[config.mk]
export PLATFORM = sky130hd
export DESIGN_NAME = id_stage_reg
export DESIGN_NICKNAME = d
export VERILOG_FILES = /design/src/rtl/id_stage_reg_pkg.sv /design/src/rtl/id_stage_reg_bypass_mux.sv /design/src/rtl/id_stage_reg.sv
export SDC_FILE = /design/constraint.sdc
export NUM_CORES = 1
export LEC_CHECK = 0
export ABC_CLOCK_PERIOD_IN_PS = 6350
export CORE_AREA = 2 2 147 149
export CTS_BUF_LIST = sky130_fd_sc_hd__clkbuf_16
export CTS_CLUSTER_SIZE = 16
export DETAILED_ROUTE_END_ITERATION = 10
export DIE_AREA = 0 0 149 151
export HOLD_SLACK_MARGIN = 0.06
export MAX_ROUTING_LAYER = met4
export PLACE_DENSITY = 0.73
export SYNTH_ARGS = -nofsm -noshare
export SYNTH_HDL_FRONTEND = slang
export SYNTH_SLANG_ARGS = --single-unit
[constraint.sdc]
create_clock -name clk -period 6.35 [get_ports clk]
set_input_delay 0.9525 -clock clk [delete_from_list [all_inputs] [get_ports clk]]
set_output_delay 0.9525 -clock clk [all_outputs]
set_load 0.01 [all_outputs]
[src/rtl/id_stage_reg_pkg.sv]
// -----------------------------------------------------------------------------
// id_stage_reg_pkg
// Shared widths and types for the ID/EX pipeline register.
//   - Data, register-address, ALU-command and immediate widths used by the
//     register file and the decode stage.
//   - id_ex_t: the bundle of fields captured from decode into execute.
//   - stage_action_e / decode_action(): per-edge action selection.
// -----------------------------------------------------------------------------
package id_stage_reg_pkg;

    localparam int DATA_W       = 32;
    localparam int REG_ADDR_W   = 4;
    localparam int EXE_CMD_W    = 4;
    localparam int SHIFT_OP_W   = 12;
    localparam int SIMM24_W     = 24;
    localparam int STATUS_W     = 4;
    localparam int BUBBLE_CNT_W = 16;

    localparam logic [BUBBLE_CNT_W-1:0] BUBBLE_CNT_MAX = '1;

    typedef struct packed {
        logic [DATA_W-1:0]     pc;
        logic [DATA_W-1:0]     reg1;
        logic [DATA_W-1:0]     reg2;
        logic [REG_ADDR_W-1:0] src1;
        logic [REG_ADDR_W-1:0] src2;
        logic [REG_ADDR_W-1:0] dest;
        logic [EXE_CMD_W-1:0]  exe_cmd;
        logic                  mem_r_en;
        logic                  mem_w_en;
        logic                  wb_en;
        logic                  b;
        logic                  s;
        logic                  imm;
        logic [SHIFT_OP_W-1:0] shift_operand;
        logic [SIMM24_W-1:0]   signed_imm_24;
        logic [STATUS_W-1:0]   status;
        logic                  valid;
    } id_ex_t;

    typedef enum logic [2:0] {
        ACT_RESET,
        ACT_FLUSH,
        ACT_HOLD,
        ACT_BUBBLE,
        ACT_LOAD
    } stage_action_e;

    // Strict priority: reset, then flush (wins over a memory stall so a taken
    // branch is never lost), then freeze, then hazard, then a normal load.
    function automatic stage_action_e decode_action(input logic rst,
                                                    input logic flush,
                                                    input logic freeze,
                                                    input logic hazard);
        if (rst)         return ACT_RESET;
        else if (flush)  return ACT_FLUSH;
        else if (freeze) return ACT_HOLD;
        else if (hazard) return ACT_BUBBLE;
        else             return ACT_LOAD;
    endfunction

endpackage

[src/rtl/id_stage_reg_bypass_mux.sv]
// -----------------------------------------------------------------------------
// id_bypass_mux
// Same-cycle write-back bypass for one source operand: when the write-back
// stage is writing the register this operand reads, take the write-back
// result instead of the (stale) register-file read data.
// Ports:
//   i_src       register address read by this operand
//   i_reg_data  register-file read data for i_src
//   i_wb_en_wb  write-back stage write enable
//   i_dest_wb   write-back destination register
//   i_result_wb write-back data
//   o_data      operand value to capture
// -----------------------------------------------------------------------------
module id_bypass_mux
    import id_stage_reg_pkg::*;
(
    input  logic [REG_ADDR_W-1:0] i_src,
    input  logic [DATA_W-1:0]     i_reg_data,
    input  logic                  i_wb_en_wb,
    input  logic [REG_ADDR_W-1:0] i_dest_wb,
    input  logic [DATA_W-1:0]     i_result_wb,
    output logic [DATA_W-1:0]     o_data
);

    logic w_hit;

    assign w_hit  = i_wb_en_wb && (i_dest_wb == i_src);
    assign o_data = w_hit ? i_result_wb : i_reg_data;

endmodule

[src/rtl/id_stage_reg.sv]
// -----------------------------------------------------------------------------
// id_stage_reg
// ID/EX pipeline register. Captures the decoded instruction each cycle with
// flush (squash), freeze (hold everything) and hazard (insert a bubble)
// controls, a same-cycle write-back bypass on both source operands and a
// saturating count of inserted bubbles. All outputs are registered.
// Ports:
//   clk, rst                      clock, synchronous active-high reset
//   flush, freeze, hazard         pipeline controls (priority rst>flush>freeze>hazard)
//   *_in                          decoded instruction fields
//   wb_en_wb, dest_wb, result_wb  write-back bypass source
//   *_out, valid_out              registered instruction fields
//   bubble_cnt                    number of hazard bubbles inserted (saturating)
// -----------------------------------------------------------------------------
module id_stage_reg
    import id_stage_reg_pkg::*;
(
    input  logic                    clk,
    input  logic                    rst,
    input  logic                    flush,
    input  logic                    freeze,
    input  logic                    hazard,
    input  logic [DATA_W-1:0]       pc_in,
    input  logic [DATA_W-1:0]       reg1_in,
    input  logic [DATA_W-1:0]       reg2_in,
    input  logic [REG_ADDR_W-1:0]   src1_in,
    input  logic [REG_ADDR_W-1:0]   src2_in,
    input  logic [REG_ADDR_W-1:0]   dest_in,
    input  logic [EXE_CMD_W-1:0]    exe_cmd_in,
    input  logic                    mem_r_en_in,
    input  logic                    mem_w_en_in,
    input  logic                    wb_en_in,
    input  logic                    b_in,
    input  logic                    s_in,
    input  logic                    imm_in,
    input  logic [SHIFT_OP_W-1:0]   shift_operand_in,
    input  logic [SIMM24_W-1:0]     signed_imm_24_in,
    input  logic [STATUS_W-1:0]     status_in,
    input  logic                    wb_en_wb,
    input  logic [REG_ADDR_W-1:0]   dest_wb,
    input  logic [DATA_W-1:0]       result_wb,
    output logic [DATA_W-1:0]       pc_out,
    output logic [DATA_W-1:0]       reg1_out,
    output logic [DATA_W-1:0]       reg2_out,
    output logic [REG_ADDR_W-1:0]   src1_out,
    output logic [REG_ADDR_W-1:0]   src2_out,
    output logic [REG_ADDR_W-1:0]   dest_out,
    output logic [EXE_CMD_W-1:0]    exe_cmd_out,
    output logic                    mem_r_en_out,
    output logic                    mem_w_en_out,
    output logic                    wb_en_out,
    output logic                    b_out,
    output logic                    s_out,
    output logic                    imm_out,
    output logic [SHIFT_OP_W-1:0]   shift_operand_out,
    output logic [SIMM24_W-1:0]     signed_imm_24_out,
    output logic [STATUS_W-1:0]     status_out,
    output logic                    valid_out,
    output logic [BUBBLE_CNT_W-1:0] bubble_cnt
);

    id_ex_t                  r_stage;
    logic [BUBBLE_CNT_W-1:0] r_bubble_cnt;

    logic [DATA_W-1:0] w_reg1;
    logic [DATA_W-1:0] w_reg2;
    id_ex_t            w_load;
    id_ex_t            w_bubble;
    stage_action_e     w_action;

    id_bypass_mux u_bypass_src1 (
        .i_src       (src1_in),
        .i_reg_data  (reg1_in),
        .i_wb_en_wb  (wb_en_wb),
        .i_dest_wb   (dest_wb),
        .i_result_wb (result_wb),
        .o_data      (w_reg1)
    );

    id_bypass_mux u_bypass_src2 (
        .i_src       (src2_in),
        .i_reg_data  (reg2_in),
        .i_wb_en_wb  (wb_en_wb),
        .i_dest_wb   (dest_wb),
        .i_result_wb (result_wb),
        .o_data      (w_reg2)
    );

    assign w_action = decode_action(rst, flush, freeze, hazard);

    assign w_load = '{
        pc:            pc_in,
        reg1:          w_reg1,
        reg2:          w_reg2,
        src1:          src1_in,
        src2:          src2_in,
        dest:          dest_in,
        exe_cmd:       exe_cmd_in,
        mem_r_en:      mem_r_en_in,
        mem_w_en:      mem_w_en_in,
        wb_en:         wb_en_in,
        b:             b_in,
        s:             s_in,
        imm:           imm_in,
        shift_operand: shift_operand_in,
        signed_imm_24: signed_imm_24_in,
        status:        status_in,
        valid:         1'b1
    };

    // A bubble still carries the operand data forward; only the bits that
    // cause architectural side effects are cleared.
    always_comb begin
        w_bubble          = w_load;
        w_bubble.mem_r_en = 1'b0;
        w_bubble.mem_w_en = 1'b0;
        w_bubble.wb_en    = 1'b0;
        w_bubble.b        = 1'b0;
        w_bubble.s        = 1'b0;
        w_bubble.valid    = 1'b0;
    end

    // NOTE: every register here uses non-blocking assignment so all fields
    // update together from pre-edge values; blocking would create ordering races.
    always_ff @(posedge clk) begin
        unique case (w_action)
            ACT_RESET: begin
                r_stage      <= '0;
                r_bubble_cnt <= '0;
            end
            // The bubble counter is a statistic, not part of the squashed
            // instruction, so a flush leaves it alone.
            ACT_FLUSH: r_stage <= '0;
            ACT_HOLD:  ;
            ACT_BUBBLE: begin
                r_stage <= w_bubble;
                if (r_bubble_cnt != BUBBLE_CNT_MAX)
                    r_bubble_cnt <= r_bubble_cnt + BUBBLE_CNT_W'(1);
            end
            ACT_LOAD:  r_stage <= w_load;
            default:   ;
        endcase
    end

    assign pc_out            = r_stage.pc;
    assign reg1_out          = r_stage.reg1;
    assign reg2_out          = r_stage.reg2;
    assign src1_out          = r_stage.src1;
    assign src2_out          = r_stage.src2;
    assign dest_out          = r_stage.dest;
    assign exe_cmd_out       = r_stage.exe_cmd;
    assign mem_r_en_out      = r_stage.mem_r_en;
    assign mem_w_en_out      = r_stage.mem_w_en;
    assign wb_en_out         = r_stage.wb_en;
    assign b_out             = r_stage.b;
    assign s_out             = r_stage.s;
    assign imm_out           = r_stage.imm;
    assign shift_operand_out = r_stage.shift_operand;
    assign signed_imm_24_out = r_stage.signed_imm_24;
    assign status_out        = r_stage.status;
    assign valid_out         = r_stage.valid;
    assign bubble_cnt        = r_bubble_cnt;

endmodule

==> flow_metrics.tcl, run 1 <==
set metrics [dict create \
    area_growth_pct 61.27 \
    dieArea_mm2 0.02250 \
    leakage_nw 4.861 \
    arrival_ns 3.54 \
    ctsResizeCount 0 \
    cts_hold_buffers 0 \
    cts_setup_buffers 0 \
    synth_seq_cells 175 \
    grt_usage_pct 18.72 \
    outcome "finished clean" \
    fin_crit_ns 3.276 \
    yosysWarnings 0 \
    port_buffers 374 \
    clock_skew_ns 0.01032 \
    antenna_found_initial 1 \
    fmaxAchievable_mhz 305.2 \
    routed_wl_mm 21.10 \
    fin_setup_tns_ns 0 \
    required_ns 6.61 \
    ys_seq_area_share_pct 70.08 \
    die_x_um 149 \
    cp_common_cell "buf_4" \
    netlist_instances 540 \
    cts_tree "yes" \
    clock_latency_ns 0.43 \
    drive_gt1_share_pct 4.550 \
    crit_buf_inv 3 \
    hpwl_mm 15.07 \
    min_period_over_period_pct 51.59 \
    drt_pass1_iterations 4 \
    critPathSlowestCell "buf_4" \
    finalMaxSlewViolations 0 \
    grt_max_degree 107 \
    cpPeakStageDelay_ns 0.81 \
    ios 375 \
    ir_worst_vdd_uv 206.0 \
    critPathLaunchType "input pin" \
    cellPowerDensity_mw_per_mm2 235.6 \
    drt_iter0_drc 248 \
    cts.sinks 175 \
    setup_viol 0 \
    slew-limit-headroom_pct 35.92 \
    num_vias 5505 \
    power.total_mw 2.849 \
    mostFrequentLayoutCell "clkdlybuf4s50_1" \
    rows 53 \
    ant_nets 0 \
    crit_path_end_kind "flip-flop" \
    synthesis.nets 741 \
    crit_family "buffers and inverters" \
    routedWlPerCell_um 17.60 \
    gr-total-overflow 0 \
    layout_common_cells "374 x clkdlybuf4s50_1, 175 x edfxtp_1, 101 x nand2_1, 93 x and2_1, 64 x mux2i_1" \
    die_y_um 151 \
    first_global_vias 5556 \
    syn_area_per_cell_um2 13.89 \
    cts_root_buf "clkbuf_16" \
    cp_max_fo 106 \
    via_per_inst 4.591 \
    gp_congestion 0.8064 \
    path_class "in -> reg" \
    hold_path.class "reg -> reg" \
    fin_nets 1111 \
    crit_chain "clkdlybuf4s50_1 > nor3_2 > buf_4 > buf_4 > nand2_1 > mux2i_1" \
    cts_buffers 17 \
    core_area_mm2 0.02082 \
    clockBufferDepth 2 \
    finalHoldViolCount 0 \
    grt_pass1_wl_mm 30.59 \
    drc 0 \
    rsz0062_at_grt "no" \
    clk_pin_slew_ns 0.07 \
    drv_cap 0 \
    cts_max_level 4 \
    start_util_pct 36.01 \
    synth_cell_type_count 30 \
    synth_area_mm2 0.007498 \
    worst_slew_pin_slew_ns 0.9612 \
]
[routing by layer]
metal	global-route usage, %	vias to the layer above	part of all wire (%)
li1	-	2649	-
met1	20.59	2587	38
met2	31.87	233	51
met3	5.572	36	8.0
met4	7.762	0	2.6
met5	-	-	0
[cell type report]
class	instances	area [µm²]
Sequential cell	175	5255
Inverter	6	22.52
Clock inverter	15	183.9
Clock buffer	17	425.4
Tap cell	275	344.1
Timing Repair Buffer	379	3794
Multi-Input combinational cell	331	2066
Antenna cell	1	2.502
Fill cell	1733	8730
[report_power, final]
part / internal (mW) / switching, mW / total [mW]
logic: 0.246 / 0.143 / 0.389
clock network: 0.626 / 0.467 / 1.09
registers: 1.34 / 0.0246 / 1.37
total: 2.21 / 0.635 / 2.85
[sequential cells by signal, summed over array words and instances (netlist names)]
signal and count:
src2_out 4, exe_cmd_out 4, s_out 1, b_out 1
mem_r_en_out 1, reg2_out 32, shift_operand_out 12, valid_out 1
imm_out 1, dest_out 4, bubble_cnt 16, pc_out 32
src1_out 4, wb_en_out 1, status_out 4, signed_imm_24_out 24
mem_w_en_out 1, reg1_out 32
[per-stage QoR]
stage               hold WS (ns)  utilization, %  std cells  setup WS, ns  cell area (µm²)
finish                    0.6730           58.08       1199         3.074            12090
global placement          0.6292           55.14       1166         2.731            11480
CTS                       0.6674           58.06       1198         3.041            12090
floorplan                 0.6688               -        540         1.411             7498
detailed placement        0.6424           55.14       1166         2.609            11480
global route              0.7147           58.08       1199         2.796            12090
[tightest hold or removal path: stages, from the launching register on]
cell      delay (ns)
edfxtp_1        0.40
xnor2_1         0.09
nor2_1          0.07
[path summary, 6_finish.rpt]
kind	start	endpoint	slack, ns	cells after the start
max	rst	reg1_out[7]$_DFFE_PP_	3.07	6
min	bubble_cnt[10]$_SDFFCE_PP0P_	bubble_cnt[10]$_SDFFCE_PP0P_	0.67	2
max reg2reg	bubble_cnt[7]$_SDFFCE_PP0P_	bubble_cnt[4]$_SDFFCE_PP0P_	4.26	4
min reg2reg	bubble_cnt[10]$_SDFFCE_PP0P_	bubble_cnt[10]$_SDFFCE_PP0P_	0.67	2
[cell families (layout without fill, tap and decap cells)]
family | after synthesis | count (layout) | share of synthesized area, %
buffers and inverters | 34 | 417 | 2.603
multiplexers | 64 | 64 | 8.543
adder cells (fa/ha/maj) | 1 | 1 | 0.1668
AO/OA/AOI/OAI | 8 | 8 | 0.7676
AND/OR/NAND/NOR | 241 | 241 | 15.85
other | 0 | 1 | 0
flip-flops | 175 | 175 | 70.08
XOR/XNOR | 17 | 17 | 1.986
[synthesized netlist by cell type]
master,count,share of area (%)
edfxtp_1,175,70
nand2_1,102,5.1
and2_1,93,7.8
mux2i_1,64,8.5
nor2_1,21,1.1
clkbuf_1,13,0.65
buf_2,9,0.60
xor2_1,9,1.1
nand3_1,8,0.53
xnor2_1,8,0.93
inv_1,6,0.30
nor3_1,6,0.40
buf_12,3,0.80
nand4_1,3,0.25
a31o_2,2,0.23
and3_1,2,0.17
buf_1,2,0.10
nor4_1,2,0.17
a211oi_1,1,0.10
a21oi_1,1,0.067
a222oi_1,1,0.13
a31oi_1,1,0.083
and4_1,1,0.12
buf_6,1,0.15
ha_1,1,0.17
o21ai_0,1,0.067
o22ai_1,1,0.083
or2_2,1,0.083
or3_1,1,0.083
or4b_1,1,0.13
Power figures use the tool's default switching activity.
==> run 2: changes to the inputs <==
ABC_CLOCK_PERIOD_IN_PS = 3250   (was 6350)
clock period = 3.25 ns   (was 6.35 ns; I/O delays follow)
==> flow_metrics.tcl, run 2 (synthesis gave the netlist of run 1 again) <==
set metrics [dict create \
    cts_buffers 17 \
    die_y_um 151 \
    cts_max_level 4 \
    ios 375 \
    power.total_mw 5.421 \
    fin_nets 1116 \
    ant_nets 0 \
    rrSetupSlack_ns 1.23 \
    finalHoldViolCount 0 \
    cts_setup_buffers 0 \
    hold_depth 2 \
    setup_viol 0 \
    setup_ws_ns 0.8481 \
    p_switching_mw 1.245 \
    layout_common_cells "374 x clkdlybuf4s50_1, 175 x edfxtp_1, 101 x nand2_1, 93 x and2_1, 64 x mux2i_1" \
    cts_tree "yes" \
    drc 0 \
    hold_slack_ns 0.6857 \
    leakage_nw 4.868 \
    dieArea_mm2 0.02250 \
    startpoint "dest_wb[0]" \
    drive_gt1_share_pct 4.849 \
    routed_wl_mm 21.67 \
    grt_pass1_wl_mm 31.63 \
    rsz0062_at_grt "no" \
    grt_max_degree 89 \
    p_sw_share_pct 22.97 \
    outcome "finished clean" \
    clock_latency_ns 0.42 \
    rows 53 \
    diodes 0 \
    via_per_inst 4.559 \
    required_ns 3.39 \
    gp_congestion 0.8398 \
    core_area_mm2 0.02082 \
    fin_crit_ns 2.402 \
    die_x_um 149 \
    cellPowerDensity_mw_per_mm2 447.0 \
    routedWlPerCell_um 18.01 \
    num_vias 5485 \
    fin_cells 1203 \
    drv_cap 0 \
    post-place-ws_ns 0.4122 \
    gr-total-overflow 0 \
    drt_iter0_drc 306 \
    min_period_over_period_pct 73.91 \
    crit_path_end_kind "flip-flop" \
    clockBufferDepth 2 \
    arrival_ns 2.54 \
    port_buffers 374 \
    pwr-share-seq_pct 49.2 \
    critPathLaunchType "input pin" \
    r2r-end "bubble_cnt[13]$_SDFFCE_PP0P_" \
    placed_cells_incl_taps 1171 \
    r2r-start "bubble_cnt[7]$_SDFFCE_PP0P_" \
    area_growth_pct 61.74 \
    ctsResizeCount 0 \
    cp_max_fo 32 \
    cts.sinks 175 \
    slew-limit-headroom_pct 59.10 \
    p_int_mw 4.176 \
    clock_skew_ns 0.006970 \
    hpwl_mm 15.83 \
    cts_root_buf "clkbuf_16" \
    share_clk_of_total_power_pct 36.5 \
    mostFrequentLayoutCell "clkdlybuf4s50_1" \
    path_class "in -> reg" \
    ir_worst_vdd_uv 324.3 \
    fmaxAchievable_mhz 416.3 \
    nFillCells 1746 \
    finalMaxSlewViolations 0 \
    start_util_pct 36.01 \
    worst_slew_pin_slew_ns 0.6135 \
    worstRegToRegCells 4 \
    cts_hold_buffers 0 \
    cp-endpoint "reg1_out[28]$_DFFE_PP_" \
    first_global_vias 5516 \
    comb_power_share_pct 14.2 \
    fin_setup_tns_ns 0 \
    clk_pin_slew_ns 0.07 \
    antenna_found_initial 0 \
    drt_pass1_iterations 5 \
    grt_usage_pct 19.40 \
    hold_path.class "reg -> reg" \
]
[run 2: cell count changes in the layout (fill, tap and decap cells not counted), sizes merged]
cell	before	now
buf	5	10
bufinv	3	1
clkinv	3	5
diode	1	0
[run 2: final cells by class]
type / instances / area (µm²) / area share [%]
flip-flops and latches: 175 / 5255 / 43.33
repair buffers: 384 / 3869 / 31.90
multi-input cells: 331 / 2074 / 17.11
clock buffers: 17 / 425.4 / 3.508
well taps: 275 / 344.1 / 2.837
clock inverters: 15 / 137.6 / 1.135
inverters: 6 / 22.52 / 0.1857
[run 2: power groups by stage]
stage / registers (mW) / clock network (mW) / logic (mW)
after detailed placement: 2.72 / 0 / 0.778
final: 2.67 / 1.98 / 0.772
after global routing: 2.68 / 2.11 / 0.821
after CTS: 2.67 / 2.03 / 0.782
after global placement: 2.72 / 0 / 0.774
after floorplan: 2.80 / 0 / 0.136
[run 2: how the worst min path moves through the flow]
| stage | startpoint | to | slack [ns] |
|---|---|---|---|
| final | bubble_cnt[12]$_SDFFCE_PP0P_ | bubble_cnt[12]$_SDFFCE_PP0P_ | 0.69 |
| after detailed placement | bubble_cnt[12]$_SDFFCE_PP0P_ | bubble_cnt[12]$_SDFFCE_PP0P_ | 0.67 |
| after global placement | bubble_cnt[10]$_SDFFCE_PP0P_ | bubble_cnt[10]$_SDFFCE_PP0P_ | 0.66 |
| after global routing | status_in[3] | status_out[3]$_DFFE_PP_ | 0.69 |
| after CTS | status_in[3] | status_out[3]$_DFFE_PP_ | 0.69 |
| after floorplan | bubble_cnt[13]$_SDFFCE_PP0P_ | bubble_cnt[13]$_SDFFCE_PP0P_ | 0.67 |
[run 2: stage by stage]
stage | utilization (%) | cell area (µm²)
6_report | 58.24 | 12130
5_1_grt | 58.24 | 12130
4_1_cts | 58.24 | 12130
3_5_place_dp | 55.54 | 11560
3_3_place_gp | 55.54 | 11560
2_1_floorplan | - | 7501
[run 2: critical path, cell delays in order]
cell and delay [ns]:
clkdlybuf4s50_1 0.50, inv_1 0.06, a222oi_1 0.28, or4b_2 0.65, buf_4 0.34, mux2i_1 0.20
[run 2: routing by layer]
layer	vias up	global-route usage (%)	part of all wire (%)
li1	2659	-	-
met1	2543	23.38	40
met2	254	32.07	51
met3	29	5.392	7.5
met4	0	5.667	1.7
met5	-	-	0
